--- src/rtl/muldiv_unit.sv ---
// muldiv_unit: iterative RV32M multiply/divide (radix-2 shift-add, restoring divide).
// Latency WIDTH+2 cycles, or 1 cycle for div-by-zero/overflow; ready_o only in IDLE, flush_i aborts with no done_o.
module muldiv_unit #(
  parameter int WIDTH = 32,
  parameter int CNT_W = $clog2(WIDTH) + 1
) (
  input  logic             clk,
  input  logic             rst_n,
  input  logic             valid_i,
  input  logic [2:0]       Funct3,
  input  logic [WIDTH-1:0] op_a,
  input  logic [WIDTH-1:0] op_b,
  input  logic             flush_i,
  output logic             ready_o,
  output logic             busy_o,
  output logic             done_o,
  output logic [WIDTH-1:0] result_o
);

  localparam logic [1:0] IDLE = 2'd0;
  localparam logic [1:0] CALC = 2'd1;
  localparam logic [1:0] FIX  = 2'd2;
  localparam logic [1:0] DONE = 2'd3;

  localparam logic [CNT_W-1:0] CNT_LAST = CNT_W'(WIDTH - 1);
  localparam logic [CNT_W-1:0] CNT_ONE  = CNT_W'(1);
  localparam logic [WIDTH-1:0] MIN_NEG  = {1'b1, {(WIDTH-1){1'b0}}};

  logic [1:0]         state;
  logic [2:0]         func;
  logic [WIDTH-1:0]   opnd;
  logic [WIDTH-1:0]   quo;
  logic [2*WIDTH-1:0] prod;
  logic [WIDTH:0]     rem;
  logic               neg_res;
  logic               neg_r;
  logic [CNT_W-1:0]   cnt;

  logic             accept;
  logic             is_div, sgn_a, sgn_b, sa, sb;
  logic             div_zero, div_ovf, special;
  logic [WIDTH-1:0] mag_a, mag_b, special_res;

  assign ready_o = (state == IDLE);
  assign busy_o  = (state != IDLE);
  assign done_o  = (state == DONE);
  assign accept  = valid_i & ready_o & ~flush_i;

  // Operand decode at accept: signedness, magnitudes and the two shortcut cases.
  always_comb begin
    is_div = Funct3[2];
    sgn_a  = is_div ? ~Funct3[0] : (Funct3[1:0] != 2'b11);
    sgn_b  = is_div ? ~Funct3[0] : ~Funct3[1];
    sa     = sgn_a & op_a[WIDTH-1];
    sb     = sgn_b & op_b[WIDTH-1];
    mag_a  = sa ? -op_a : op_a;
    mag_b  = sb ? -op_b : op_b;
    div_zero = is_div & (op_b == '0);
    div_ovf  = is_div & ~Funct3[0] & (op_a == MIN_NEG) & (op_b == '1);
    special  = div_zero | div_ovf;
    if (div_zero) special_res = Funct3[1] ? op_a : '1;
    else          special_res = Funct3[1] ? '0 : op_a;
  end

  logic [WIDTH:0]     mul_sum;
  logic [WIDTH+1:0]   div_sh, div_diff;
  logic               div_ge;
  logic [2*WIDTH-1:0] prod_fix;
  logic [WIDTH-1:0]   q_fix, r_fix, fix_res;

  always_comb begin
    mul_sum  = {1'b0, prod[2*WIDTH-1:WIDTH]} + (prod[0] ? {1'b0, opnd} : '0);
    // Extra top bit of the trial difference acts as the borrow / restore flag.
    div_sh   = {rem, quo[WIDTH-1]};
    div_diff = div_sh - {2'b00, opnd};
    div_ge   = ~div_diff[WIDTH+1];
    prod_fix = neg_res ? -prod : prod;
    q_fix    = neg_res ? -quo : quo;
    r_fix    = neg_r ? -rem[WIDTH-1:0] : rem[WIDTH-1:0];
    if (func[2])                fix_res = func[1] ? r_fix : q_fix;
    else if (func[1:0] == 2'b00) fix_res = prod_fix[WIDTH-1:0];
    else                        fix_res = prod_fix[2*WIDTH-1:WIDTH];
  end

  always_ff @(posedge clk or negedge rst_n) begin
    if (!rst_n) begin
      state    <= IDLE;
      func     <= '0;
      opnd     <= '0;
      quo      <= '0;
      prod     <= '0;
      rem      <= '0;
      neg_res  <= 1'b0;
      neg_r    <= 1'b0;
      cnt      <= '0;
      result_o <= '0;
    end else begin
      case (state)
        IDLE: begin
          if (accept) begin
            func    <= Funct3;
            cnt     <= '0;
            neg_res <= sa ^ sb;
            neg_r   <= sa;
            rem     <= '0;
            if (is_div) begin
              opnd <= mag_b;
              quo  <= mag_a;
              prod <= '0;
            end else begin
              opnd <= mag_a;
              prod <= {{WIDTH{1'b0}}, mag_b};
              quo  <= '0;
            end
            if (special) begin
              result_o <= special_res;
              state    <= DONE;
            end else begin
              state <= CALC;
            end
          end
        end
        CALC: begin
          if (flush_i) begin
            state <= IDLE;
          end else begin
            if (func[2]) begin
              rem <= div_ge ? div_diff[WIDTH:0] : div_sh[WIDTH:0];
              quo <= {quo[WIDTH-2:0], div_ge};
            end else begin
              prod <= {mul_sum, prod[WIDTH-1:1]};
            end
            cnt <= cnt + CNT_ONE;
            if (cnt == CNT_LAST) state <= FIX;
          end
        end
        FIX: begin
          if (flush_i) begin
            state <= IDLE;
          end else begin
            result_o <= fix_res;
            state    <= DONE;
          end
        end
        DONE:    state <= IDLE;
        default: state <= IDLE;
      endcase
    end
  end

endmodule
--- config.mk ---
export PLATFORM = sky130hd
export DESIGN_NAME = muldiv_unit
export DESIGN_NICKNAME = d
export VERILOG_FILES = /design/src/rtl/muldiv_unit.sv
export SDC_FILE = /design/constraint.sdc
export NUM_CORES = 1
export LEC_CHECK = 0
export BUFFER_PORTS_ARGS = -buffer_cell sky130_fd_sc_hd__buf_2
export CELL_PAD_IN_SITES_DETAIL_PLACEMENT = 0
export CELL_PAD_IN_SITES_GLOBAL_PLACEMENT = 1
export CORE_MARGIN = 2
export CORE_UTILIZATION = 35
export CTS_CLUSTER_DIAMETER = 50
export DETAILED_ROUTE_END_ITERATION = 6
export PLACE_DENSITY = 0.75
export SYNTH_ARGS = -nofsm -noshare
export SYNTH_HDL_FRONTEND = slang
export SYNTH_SLANG_ARGS = --single-unit
--- constraint.sdc ---
create_clock -name clk -period 7.8 [get_ports clk]
set_input_delay 1.56 -clock clk [delete_from_list [all_inputs] [get_ports clk]]
set_output_delay 1.56 -clock clk [all_outputs]
set_load 0.1 [all_outputs]
; Yosys cells after proc, flatten, opt, wreduce, memory -nomap -nowiden
; Cells that the tools add are included.
[totals]
inputBits = 71
output_inout_bits = 35
word_cells = 101
ff_bits = 206
[op_classes]
bitwise_logic = 14
n_reduce_logical = 12
add_sub_neg = 8
eq_ne = 14
muxes = 43
[op_table]
columns = operator, n
row1 = 32-bit two-way mux, 20
row2 = 64-bit two-way mux, 4
row3 = 33-bit two-way mux, 4
row4 = 32-bit negation, 4
row5 = 32-bit one-hot mux with 2 select lines, 2
row6 = 64-bit one-hot mux with 2 select lines, 1
row7 = 33-bit one-hot mux with 2 select lines, 1
row8 = "32-bit equality test, second input constant", 2
row9 = 64-bit negation, 1
row10 = 34-bit by 32-bit subtractor with 34-bit output, 1
row11 = 32-bit by 32-bit adder with 33-bit output, 1
row12 = 32-bit zero test, 1
row13 = 6-bit two-way mux, 2
row14 = 6-bit one-hot mux with 2 select lines, 1
row15 = 4-bit AND reduction, 3
row16 = 2-bit two-way mux, 5
row17 = "2-bit != test, second input constant", 5
row18 = 1-bit AND, 8
row19 = 2-bit one-hot mux with 4 select lines, 1
row20 = "6-bit by 1-bit adder with 6-bit output, second input constant", 1
row21 = "6-bit by 5-bit equality test with 1-bit output, second input constant", 1
row22 = 2-bit nonzero test, 3
row23 = "2-bit equality test, second input constant", 2
row24 = 2-bit zero test, 2
row25 = 9 further kinds, 15

; Logic depth before layout (Yosys ltp)
[logic_depth]
ltp_word = 8
mapped_depth = 14
mapped_depth_nobuf = 12

; Least setup slack after synthesis
; Ideal clock, no wire load.
[synth_path]
kind = input to register
start = input port op_a[4]
end = register result_o[14]
n_path_buf = 1
setup_time_ns = 0.126
stages = 8
slack_ns = 3.665
arrival_ns = 4.009
required_time_ns = 7.674
path_cell_list = or3_4 -> or3b_4 -> nor4_4 -> or3b_4 -> o31ai_2 -> o21ai_2 -> buf_6 -> a221o_1
[synth_via]
elab_chain_cells = 6
[synth_lines]
columns = element, line
row1 = from (decl), 11  ; input logic [WIDTH-1:0] op_a,
row2 = 32-bit equality test, 59  ; div_ovf = is_div & ~Funct3[0] & (op_a == MIN_NEG) & (op_b == '1);
row3 = 1-bit AND (2 in a row), 59
row4 = 1-bit OR, 60  ; special = div_zero | div_ovf;
row5 = 2-bit by 1-bit != test with 1-bit output (no line), --
row6 = 4-bit AND reduction (no line), --
row7 = to (signal assigned), 116  ; result_o <= special_res;
row8 = to (signal assigned), 141  ; result_o <= fix_res;
row9 = to (decl), 17  ; output logic [WIDTH-1:0] result_o
; No other way between the ends.
; A chain may end at the register's enable or synchronous reset.

; Worst setup path in the final report
[layout_path]
start = register prod[0]
end = register result_o[0]
[layout_via]
elab_chain_cells = 6
[layout_lines]
columns = element, line
row1 = from (decl), 33  ; logic [2*WIDTH-1:0] prod;
row2 = from (signal assigned), 112  ; prod <= {{WIDTH{1'b0}}, mag_b};
row3 = from (signal assigned), 131  ; prod <= {mul_sum, prod[WIDTH-1:1]};
row4 = 64-bit negation, 77  ; prod_fix = neg_res ? -prod : prod;
row5 = 64-bit two-way mux (*), 77
row6 = 32-bit two-way mux (*), 81  ; else if (func[1:0] == 2'b00) fix_res = prod_fix[WIDTH-1:0];
row7 = 32-bit two-way mux (*), 80  ; if (func[2]) fix_res = func[1] ? r_fix : q_fix;
row8 = 32-bit two-way mux (*), 138  ; if (flush_i) begin
row9 = 32-bit one-hot mux with 2 select lines (*), 98  ; case (state)
; Mark *: on every way between the ends. The rest lies on a longest branch, timed or not. The select of a mux whose other input is x is not followed.

==> results.yml <==
timing:
  grt_setup_unrepaired: "false"
  fin_crit_sh_pct: 62.9
  hold_viol: 0
  min_period_ns: 4.90
  finalSetupTns_ns: 0
  setup_slack_ns: 2.90
  setup_viol: 0
  clock_skew_ns: 0.0242
  fmaxAchievable_mhz: 204
  worst_slew_pin_slew_ns: 1.30
  final_max_slew_viol_count: 0
  max_slew_margin_pct: 13.3
clock_tree:
  cts.hold.buffers_added: 0
  post_cts_resized: 0
  cts_tree: "built"
  clk_pin_slew_ns: 0.05
  clock-sinks: 206
  cts_buffer_depth: 3
  htree_levels: 2
  postCtsSetupBuffers: 0
  cts_buffers: 36
  root_buffer: "clkbuf_16"
  clkLatencyLatePin_ns: 0.56
global_routing:
  track_usage_pct: 28.0
  grt_pass1_wl_um: 114000
  grt_max_degree: 90
  grt_antenna_before_repair: 0
  grt.overflow.total: 0
  grt_pass1_vias: 17700
setup_path:
  cpPeakStageDelay_ns: 0.80
  regToRegSetupSlack_ns: 2.90
  end_kind: "flop"
  path_cells: "inv_1 > ha_1 > nand2b_1 > nor4_1 > nand4_1 > o31ai_1 > xor2_1 > o21ai_0 > o21ai_0 > a21oi_1"
  cp_data_required_time_ns: 8.17
  worst-r2r-cell-count: 10
  reg2reg_to: "result_o[0]"
  cp-start-kind: "flop"
  critPathMaxFanout: 31
  critPathKind: "reg -> reg"
  cpMaxStageDelayCell: "o21ai_0"
  cp.arrival_ns: 5.28
  r2r-start: "prod[0]"
  cpMostUsedCell: "o21ai_0"
synthesis:
  ys_types: 82
  synth_top_area_share_pct: 28.3
  ys_seq_area_share_pct: 28.3
  syn_area_per_cell_sq_um: 7.83
  syn-cell-area_sq_mm: 0.0182
  syn-instance-count: 2329
  synth_top_cells_by_count: "nor2_1, nand2_1, dfrtp_1, o21ai_0, a21oi_1"
  synth_area_leader_cell: "dfrtp_1"
  ys_seq_elements: 206
  synth.net_count: 2473
  synth_edf_count: 0
  synthTopCellsByArea: "dfrtp_1, xnor2_1, o21ai_0"
  async_reset_ff_share_pct: 100
  synth.most_common_cell: "nor2_1"
  ys.flop_type: "dfrtp_1"
  ys.warnings.count: 0
power:
  p_int_uw: 3160
  combPwrFrac_pct: 47.6
  p_switching_uw: 3120
  power.total_uw: 6290
  pwr-share-seq_pct: 26.8
  power_density_mw_per_mm2: 308
  swShare_pct: 49.7
  vdd_ir_drop_max_mv: 0.176
  power_frac_clock_pct: 25.6
  leakage_uw: 0.00843
floorplan:
  die_y_um: 232
  fp.dieW_um: 232
  initial_core_util_pct: 35.5
  die-area_sq_mm: 0.0539
  core_area_sq_mm: 0.0514
  ios: 106
  std_cell_rows: 83
routing:
  wl_per_cell_um: 25.2
  vias: 19100
  drc_errors: 1
  drtPass1Iterations: 7
  drt-initial-drc-count: 2586
  via_per_inst: 6.29
  ant_nets: 0
  routed_wl_um: 76800
worst_hold_path:
  hp-class: "reg -> reg"
  holdPathEnd: "result_o[10]"
  holdPathStages: 2
  min_from: "result_o[10]"
cells_and_area:
  final_layout_size_suffix_gt1_share_pct: 10.4
  utilization_pct: 39.7
  fillers: 5293
  final_cell_area_sq_mm: 0.0204
  area_delta_synth_final_pct: 12.0
  final_nets: 2480
placement:
  dp_slack_ns: 2.60
  port_buffers: 105
  gp_congestion: 1.01
  hpwl_um: 58000
  place_area_sq_mm: 0.0192
flow_run:
  maxCapViolations: 0
run_status:
  failed_checks: "DRC"
  status: "finished, violations left"
[layer usage]
layer	vias to the layer above	share of wire, %	GRT usage [%]
met5	-	0	0
li1	8666	-	-
met4	0	5.5	14.4
met2	1086	41	39.4
met1	9222	43	38.8
met3	158	11	7.47
[state kept, by name, indices dropped and copies added, names as in the netlist]
register,count
result_o,32
func,3
quo,32
rem,33
neg_r,1
cnt,6
neg_res,1
opnd,32
prod,64
state,2
[power groups by stage]
| stage | combinational [uW] | clock, uW | sequential (uW) |
|---|---|---|---|
| 5_1_grt | 3190 | 1670 | 1720 |
| 6_report | 2990 | 1610 | 1690 |
| 2_1_floorplan | 1650 | 0 | 2050 |
| 4_1_cts | 2930 | 1620 | 1670 |
| 3_3_place_gp | 2890 | 0 | 1680 |
| 3_5_place_dp | 2920 | 0 | 1690 |
[layout make-up]
class / count / area, sq um / share of cell area [%]
multi-input combinational: 1874 / 12200 / 59.5
clock buffer: 46 / 998 / 4.89
tap: 680 / 851 / 4.17
antenna: 1 / 2.50 / 0.0123
sequential: 206 / 5160 / 25.2
inverter: 85 / 319 / 1.56
timing repair buffer: 133 / 746 / 3.65
clock inverter: 19 / 196 / 0.962
[layout by cell type, fill, tap and decap left out, types with 28 or more instances in the layout]
| cell type | instances |
|---|---|
| a21o_1 | 30 |
| clkbuf_16 | 36 |
| ha_1 | 71 |
| buf_2 | 104 |
| a22oi_1 | 43 |
| buf_4 | 28 |
| nand4_1 | 52 |
| nor2_1 | 214 |
| or3_1 | 37 |
| a221oi_1 | 45 |
| nand2_1 | 217 |
| a21oi_1 | 154 |
| dfrtp_1 | 205 |
| nor3_1 | 37 |
| o21ai_0 | 196 |
| inv_1 | 85 |
| xnor2_1 | 127 |
| or4_1 | 30 |
| xor2_1 | 87 |
| a211oi_1 | 38 |
| nand3_1 | 65 |
| o31ai_1 | 46 |
| o211ai_1 | 49 |
[cell families (layout without fill, tap and decap cells)]
family                   count (synthesis)  after routing  synth area share, %
AO/OA/AOI/OAI                          779            779                 28.4
AND/OR/NAND/NOR                        772            772                 20.7
buffers and inverters                  249            283                 5.27
XOR/XNOR                               214            214                 10.3
flip-flops                             206            206                 28.3
adder cells (fa/ha/maj)                 91             91                 6.08
multiplexers                            18             18                 1.02
other                                    0              1                    0
[critical path: cells and delay by family (launching register included)]
kind | cells | cell delay, ns
compound gates | 4 | 1.53
simple gates | 3 | 1.45
buf+inv | 1 | 0.74
flops | 1 | 0.47
fa+ha+maj | 1 | 0.35
xor+xnor | 1 | 0.18
[worst max-delay path by stage]
| stage | start | to | slack (ns) |
|---|---|---|---|
| CTS | op_b[0] | result_o[29] | 3.16 |
| finish | prod[0] | result_o[0] | 2.90 |
| detailed placement | op_b[0] | result_o[29] | 2.60 |
| global placement | op_b[0] | result_o[29] | 2.71 |
| floorplan | op_a[4] | result_o[14] | 3.66 |
| global route | prod[0] | result_o[0] | 2.64 |
[stage by stage]
stage | cells | hold WS (ns)
finish | 3044 | 0.481
global route | 3043 | 0.503
CTS | 3043 | 0.485
detailed placement | 2978 | 0.472
global placement | 2978 | 0.460
floorplan | 2329 | 0.450
No activity file was read; power rests on OpenSTA's default activity.
